`src/rtl/rf_write_arbiter_if.sv`:
```
// Bundle of the WB, multi-cycle unit, ID-stage and register-file write signals
// shared between the pipeline (master) and the write-port arbiter (slave).
interface rf_write_arbiter_if #(
  parameter int XLEN = 32
);
  logic            wb_valid;
  logic [4:0]      wb_rd;
  logic [XLEN-1:0] wb_data;

  logic            mc_issue;
  logic [4:0]      mc_issue_rd;
  logic            mc_valid;
  logic [4:0]      mc_rd;
  logic [XLEN-1:0] mc_data;
  logic            mc_ready;

  logic [4:0]      id_rs1;
  logic [4:0]      id_rs2;
  logic [4:0]      id_rd;
  logic            id_use_rs1;
  logic            id_use_rs2;
  logic            id_use_rd;
  logic            stall_id;

  logic            rf_we;
  logic [4:0]      rf_waddr;
  logic [XLEN-1:0] rf_wdata;

  modport master (
    output wb_valid, wb_rd, wb_data,
    output mc_issue, mc_issue_rd, mc_valid, mc_rd, mc_data,
    input  mc_ready,
    output id_rs1, id_rs2, id_rd, id_use_rs1, id_use_rs2, id_use_rd,
    input  stall_id,
    input  rf_we, rf_waddr, rf_wdata
  );

  modport slave (
    input  wb_valid, wb_rd, wb_data,
    input  mc_issue, mc_issue_rd, mc_valid, mc_rd, mc_data,
    output mc_ready,
    input  id_rs1, id_rs2, id_rd, id_use_rs1, id_use_rs2, id_use_rd,
    output stall_id,
    output rf_we, rf_waddr, rf_wdata
  );
endinterface

```
`src/rtl/rf_write_arbiter.sv`:
```
// Register-file write-port arbiter: WB has priority over the multi-cycle unit,
// with a busy scoreboard for ID hazards and a starvation guard for the mc unit.
module rf_write_arbiter #(
  parameter int XLEN         = 32,
  parameter int STARVE_LIMIT = 4
) (
  input logic                clk_i,
  input logic                rst_i,
  rf_write_arbiter_if.slave  bus
);
  localparam int CW = $clog2(STARVE_LIMIT + 1);
  localparam logic [CW-1:0] LIMIT = CW'(STARVE_LIMIT);

  logic [31:0]   busy_q, busy_d;
  logic [CW-1:0] starve_cnt_q, starve_cnt_d;
  logic          starve_hold_q, starve_hold_d;

  logic wb_real;
  logic mc_ready;
  logic grant;

  assign wb_real  = bus.wb_valid && (bus.wb_rd != 5'd0);
  // WB writes to x0 leave the port free for the multi-cycle unit.
  assign mc_ready = !rst_i && !wb_real;
  assign grant    = bus.mc_valid && mc_ready;

  always_comb begin
    bus.rf_we    = 1'b0;
    bus.rf_waddr = 5'd0;
    bus.rf_wdata = '0;
    if (!rst_i) begin
      if (wb_real) begin
        bus.rf_we    = 1'b1;
        bus.rf_waddr = bus.wb_rd;
        bus.rf_wdata = bus.wb_data;
      end else if (bus.mc_valid && (bus.mc_rd != 5'd0)) begin
        bus.rf_we    = 1'b1;
        bus.rf_waddr = bus.mc_rd;
        bus.rf_wdata = bus.mc_data;
      end
    end
  end

  assign bus.mc_ready = mc_ready;

  always_comb begin
    bus.stall_id = 1'b0;
    if (!rst_i) begin
      bus.stall_id = (bus.id_use_rs1 && busy_q[bus.id_rs1]) ||
                     (bus.id_use_rs2 && busy_q[bus.id_rs2]) ||
                     (bus.id_use_rd  && busy_q[bus.id_rd])  ||
                     starve_hold_q;
    end
  end

  // Clear before set so a same-cycle issue to the retiring register stays busy.
  always_comb begin
    busy_d = busy_q;
    if (grant) begin
      busy_d[bus.mc_rd] = 1'b0;
    end
    if (bus.mc_issue && (bus.mc_issue_rd != 5'd0)) begin
      busy_d[bus.mc_issue_rd] = 1'b1;
    end
    busy_d[0] = 1'b0;
  end

  always_comb begin
    starve_cnt_d = starve_cnt_q;
    if (!bus.mc_valid || grant) begin
      starve_cnt_d = '0;
    end else if (starve_cnt_q < LIMIT) begin
      starve_cnt_d = starve_cnt_q + 1'b1;
    end
    starve_hold_d = (starve_hold_q && !grant) || (starve_cnt_d == LIMIT);
  end

  always_ff @(posedge clk_i) begin
    if (rst_i) begin
      busy_q        <= '0;
      starve_cnt_q  <= '0;
      starve_hold_q <= 1'b0;
    end else begin
      busy_q        <= busy_d;
      starve_cnt_q  <= starve_cnt_d;
      starve_hold_q <= starve_hold_d;
    end
  end
endmodule

```
`src/flat_wrapper.sv`:
```
// flat-port wrapper written by rule: the top's interface ports become plain ports
module rf_write_arbiter_flat 
#(
  parameter int XLEN         = 32,
  parameter int STARVE_LIMIT = 4
)
  (clk_i, rst_i, bus_wb_valid, bus_wb_rd, bus_wb_data, bus_mc_issue, bus_mc_issue_rd, bus_mc_valid, bus_mc_rd, bus_mc_data, bus_mc_ready, bus_id_rs1, bus_id_rs2, bus_id_rd, bus_id_use_rs1, bus_id_use_rs2, bus_id_use_rd, bus_stall_id, bus_rf_we, bus_rf_waddr, bus_rf_wdata);
  rf_write_arbiter_if #(.XLEN(XLEN)) bus_i ();
  input logic clk_i;
  input logic rst_i;
  input wire logic [$bits(bus_i.wb_valid)-1:0] bus_wb_valid;
  input wire logic [$bits(bus_i.wb_rd)-1:0] bus_wb_rd;
  input wire logic [$bits(bus_i.wb_data)-1:0] bus_wb_data;
  input wire logic [$bits(bus_i.mc_issue)-1:0] bus_mc_issue;
  input wire logic [$bits(bus_i.mc_issue_rd)-1:0] bus_mc_issue_rd;
  input wire logic [$bits(bus_i.mc_valid)-1:0] bus_mc_valid;
  input wire logic [$bits(bus_i.mc_rd)-1:0] bus_mc_rd;
  input wire logic [$bits(bus_i.mc_data)-1:0] bus_mc_data;
  output wire logic [$bits(bus_i.mc_ready)-1:0] bus_mc_ready;
  input wire logic [$bits(bus_i.id_rs1)-1:0] bus_id_rs1;
  input wire logic [$bits(bus_i.id_rs2)-1:0] bus_id_rs2;
  input wire logic [$bits(bus_i.id_rd)-1:0] bus_id_rd;
  input wire logic [$bits(bus_i.id_use_rs1)-1:0] bus_id_use_rs1;
  input wire logic [$bits(bus_i.id_use_rs2)-1:0] bus_id_use_rs2;
  input wire logic [$bits(bus_i.id_use_rd)-1:0] bus_id_use_rd;
  output wire logic [$bits(bus_i.stall_id)-1:0] bus_stall_id;
  output wire logic [$bits(bus_i.rf_we)-1:0] bus_rf_we;
  output wire logic [$bits(bus_i.rf_waddr)-1:0] bus_rf_waddr;
  output wire logic [$bits(bus_i.rf_wdata)-1:0] bus_rf_wdata;
  assign bus_i.wb_valid = bus_wb_valid;
  assign bus_i.wb_rd = bus_wb_rd;
  assign bus_i.wb_data = bus_wb_data;
  assign bus_i.mc_issue = bus_mc_issue;
  assign bus_i.mc_issue_rd = bus_mc_issue_rd;
  assign bus_i.mc_valid = bus_mc_valid;
  assign bus_i.mc_rd = bus_mc_rd;
  assign bus_i.mc_data = bus_mc_data;
  assign bus_mc_ready = bus_i.mc_ready;
  assign bus_i.id_rs1 = bus_id_rs1;
  assign bus_i.id_rs2 = bus_id_rs2;
  assign bus_i.id_rd = bus_id_rd;
  assign bus_i.id_use_rs1 = bus_id_use_rs1;
  assign bus_i.id_use_rs2 = bus_id_use_rs2;
  assign bus_i.id_use_rd = bus_id_use_rd;
  assign bus_stall_id = bus_i.stall_id;
  assign bus_rf_we = bus_i.rf_we;
  assign bus_rf_waddr = bus_i.rf_waddr;
  assign bus_rf_wdata = bus_i.rf_wdata;
  rf_write_arbiter #(.XLEN(XLEN), .STARVE_LIMIT(STARVE_LIMIT)) u_core (.clk_i(clk_i), .rst_i(rst_i), .bus(bus_i));
endmodule
```
`config.mk`:
```
export PLATFORM = sky130hd
export DESIGN_NAME = rf_write_arbiter_flat
export DESIGN_NICKNAME = d
export VERILOG_FILES = /design/src/rtl/rf_write_arbiter_if.sv /design/src/rtl/rf_write_arbiter.sv /design/src/flat_wrapper.sv
export SDC_FILE = /design/constraint.sdc
export NUM_CORES = 1
export LEC_CHECK = 0
export ABC_CLOCK_PERIOD_IN_PS = 5300
export CORE_ASPECT_RATIO = 0.9
export CORE_MARGIN = 1.5
export CORE_UTILIZATION = 43
export CTS_CLUSTER_SIZE = 20
export DETAILED_ROUTE_END_ITERATION = 8
export GPL_TIMING_DRIVEN = 0
export PLACE_DENSITY_LB_ADDON = 0.25
export SLEW_MARGIN = 40
export SYNTH_ARGS = -nofsm -noshare
export SYNTH_HDL_FRONTEND = slang
export SYNTH_SLANG_ARGS = --single-unit
```
`constraint.sdc`:
```
create_clock -name clk_i -period 5.3 [get_ports clk_i]
set_input_delay 0.53 -clock clk_i [delete_from_list [all_inputs] [get_ports clk_i]]
set_output_delay 0.53 -clock clk_i [all_outputs]
set_load 0.02 [all_outputs]
```
==> flow_summary.toml <==
[run_status]
status = "finished, final reports clean"

[cells_and_area]
syn2layout_area_growth_pct = 56.32
layout_commonest_cell = "clkdlybuf4s50_1"
final_cell_mix = "133 x clkdlybuf4s50_1, 35 x dfxtp_1, 34 x a22o_1, 31 x o21ai_0, 25 x o211ai_1"
drive_above_1_share_pct = 8.617
antenna_cells = 0
stdcell_area_um2 = 4240
multi_input_area_um2 = 1878
regArea_um2 = 700.7
final_nets = 544
fin_util_pct = 69.35
fillers = 516

[setup_path]
crit_required_ps = 4770
worstSetupPathType = "in2out"
crit_chain = "clkdlybuf4s50_1, or4_1, o21ai_1, and2_1, nor2b_1, clkbuf_1, buf_2, a22o_1, clkdlybuf4s50_1"
critPathLaunchType = "input port"
critPathLaunch = "bus_wb_rd[3]"
path_delay_family = "buffers and inverters"
r2r_start = "u_core.starve_cnt_q[0]"
path_buf_inv = 4
max_stage_delay_ps = 630
cp.arrival_ps = 3610
path_common_cell = "clkdlybuf4s50_1"
crit_path_end_kind = "output port"
worst-r2r-setup-slack_ps = 3940
cpMaxStageDelayCell = "clkdlybuf4s50_1"
path_max_fanout = 10

[detailed_routing]
drcViolationCount = 0
num_vias = 3170
dr.pass1.iters = 5
wl_um = 9990
post_drt_via_cell_ratio = 6.004
ant_nets = 0
post_drt_wl_per_cell_um = 18.92
drt_iter0_markers = 308

[timing]
setup_viol = 0
post-route-period-util_pct = 78.14
slew-limit-headroom_pct = 50.78
rsz0062_at_grt = "no"
worst_pin_slew_ps = 719.7
fin_ws_ps = 1159
finalClockSkew_ps = 0.3904
fin_crit_ps = 4141
finalHoldViolations = 0
maxSlewViolCount = 0
fmax_mhz = 241.5
finalSetupTns_ps = 0

[synthesis]
netlist_area_um2 = 2713
ys_ff_latch = 35
ys_types = 45
synth_edf_count = 0
synthCells = 301
synth_nets = 404
ys.warnings.count = 0
yosysSeqAreaShare_pct = 25.83
synthFlopType = "dfxtp_1"
syn_area_per_cell_um2 = 9.012
synth_async_sr_flop_share_pct = 0

[power]
total_power_mw = 0.6982
p_leak_nw = 1.528
p_per_area_nw_per_um2 = 164.6
peakVddDrop_mv = 0.08739

[clock_network]
cts_inserted_buffers = 5
cts_hold_buf = 0
clk_pin_slew_ps = 60
clk_latency_ps = 280
post_cts_buffers = 0
ctsResizeCount = 0
cts_tree = "done"
clockBufferDepth = 2
cts_max_level = 2
cts-root-buf = "clkbuf_8"
cts_sinks = 35

[placement]
place_ws_ps = 1174
gp_congestion = 0.9348
portBuffers = 133
place_area_um2 = 4153
dp_hpwl_um = 8218

[global_routing]
grt_usage_pct = 29.44
grt_antenna_before_repair = 0
grt_max_degree = 11
grt_pass1_wl_um = 15410
first_global_vias = 3152
globalRouteOverflowTotal = 0

[floorplanning]
die_area_um2 = 6795
ios = 142
fp.coreArea_um2 = 6115
dieHeight_um = 78.35
start_util_pct = 44.36
die_x_um = 86.72
rows = 27

[min_path]
hp-start = "u_core.busy_q[18]"
hold_class = "reg2reg"

[job]
cap_violations = 0
==> per-stage QoR <==
| stage | hold slack [ps] | instances |
|---|---|---|
| 6_report | 533.5 | 528 |
| 5_1_grt | 576.6 | 528 |
| 4_1_cts | 534.4 | 528 |
| 3_5_place_dp | 519.7 | 521 |
| 3_3_place_gp | 506.9 | 521 |
| 2_1_floorplan | 481.8 | 301 |
==> power breakdown <==
part	leakage (nW)	total, mW	switching (mW)	internal (mW)
sequential	0.283	0.270	0.00385	0.266
clock	0.0470	0.192	0.0898	0.102
combinational	1.20	0.236	0.105	0.131
total	1.53	0.698	0.199	0.499
==> sequential cells by signal, indices dropped and copies added (netlist names) <==
signal                flops
u_core.starve_hold_q      1
u_core.busy_q            31
u_core.starve_cnt_q       3
==> routing by layer <==
layer	routed length (um)	track usage, %	share of wire, %	up-vias
met5	0	0	0	-
met4	129	8.548	1.3	0
met3	919	7.886	9.2	13
met2	5094	54.22	51	167
met1	3847	32.96	39	1500
li1	-	-	-	1490
==> synth_stat cells, types with 2 or more instances <==
master     count  share of area [%]
dfxtp_1       35                 26
a22o_1        34                 11
o21ai_0       31                5.7
o211ai_1      25                6.9
nand2_1       21                2.9
nand3_1       16                3.0
nor2_1        16                2.2
clkbuf_1      13                1.8
mux2i_1       13                4.8
mux4_2        12                 10
nor2b_1        9                2.1
buf_2          8                1.5
a21oi_1        7                1.3
inv_1          5               0.69
mux2_2         5                2.1
mux4_1         5                4.8
nand2b_1       5                1.2
nand3b_1       4                1.1
a2111oi_0      3               0.97
a31o_2         3               0.97
nand4_1        3               0.69
o311ai_0       3               0.97
a221oi_1       2               0.65
nor3b_1        2               0.55
==> worst reg2reg max path: stages, from the launching register on <==
cell and delay, ps:
dfxtp_1 340, ha_1 310, nand3b_1 150, o21ai_0 180, a21oi_1 90, a211oi_1 190
==> cells by family (layout without fill, tap and decap cells) <==
group / count (synthesis) / count (layout) / synth area share [%]
compound gates: 118 / 118 / 31.46
simple gates: 81 / 81 / 15.31
mux: 35 / 35 / 21.68
flops: 35 / 35 / 25.83
buf+inv: 30 / 170 / 4.935
fa+ha+maj: 1 / 1 / 0.4612
xor+xnor: 1 / 1 / 0.3229
==> layout make-up <==
| type | count | share of cell area, % |
|---|---|---|
| multi-input combinational | 236 | 44.29 |
| timing repair buffer | 133 | 31.40 |
| sequential | 35 | 16.52 |
| buffer | 24 | 2.626 |
| tap | 87 | 2.567 |
| clock buffer | 6 | 1.947 |
| inverter | 6 | 0.5311 |
| clock inverter | 1 | 0.1180 |
==> worst paths after layout <==
| path | to | cells after the start |
|---|---|---|
| worst max-delay path | bus_rf_waddr[3] | 9 |
| worst min-delay path | u_core.busy_q[18] | 2 |
| worst max register to register | u_core.starve_hold_q | 5 |
| worst min register to register | u_core.busy_q[18] | 2 |
(Power assumes the default switching activity.)
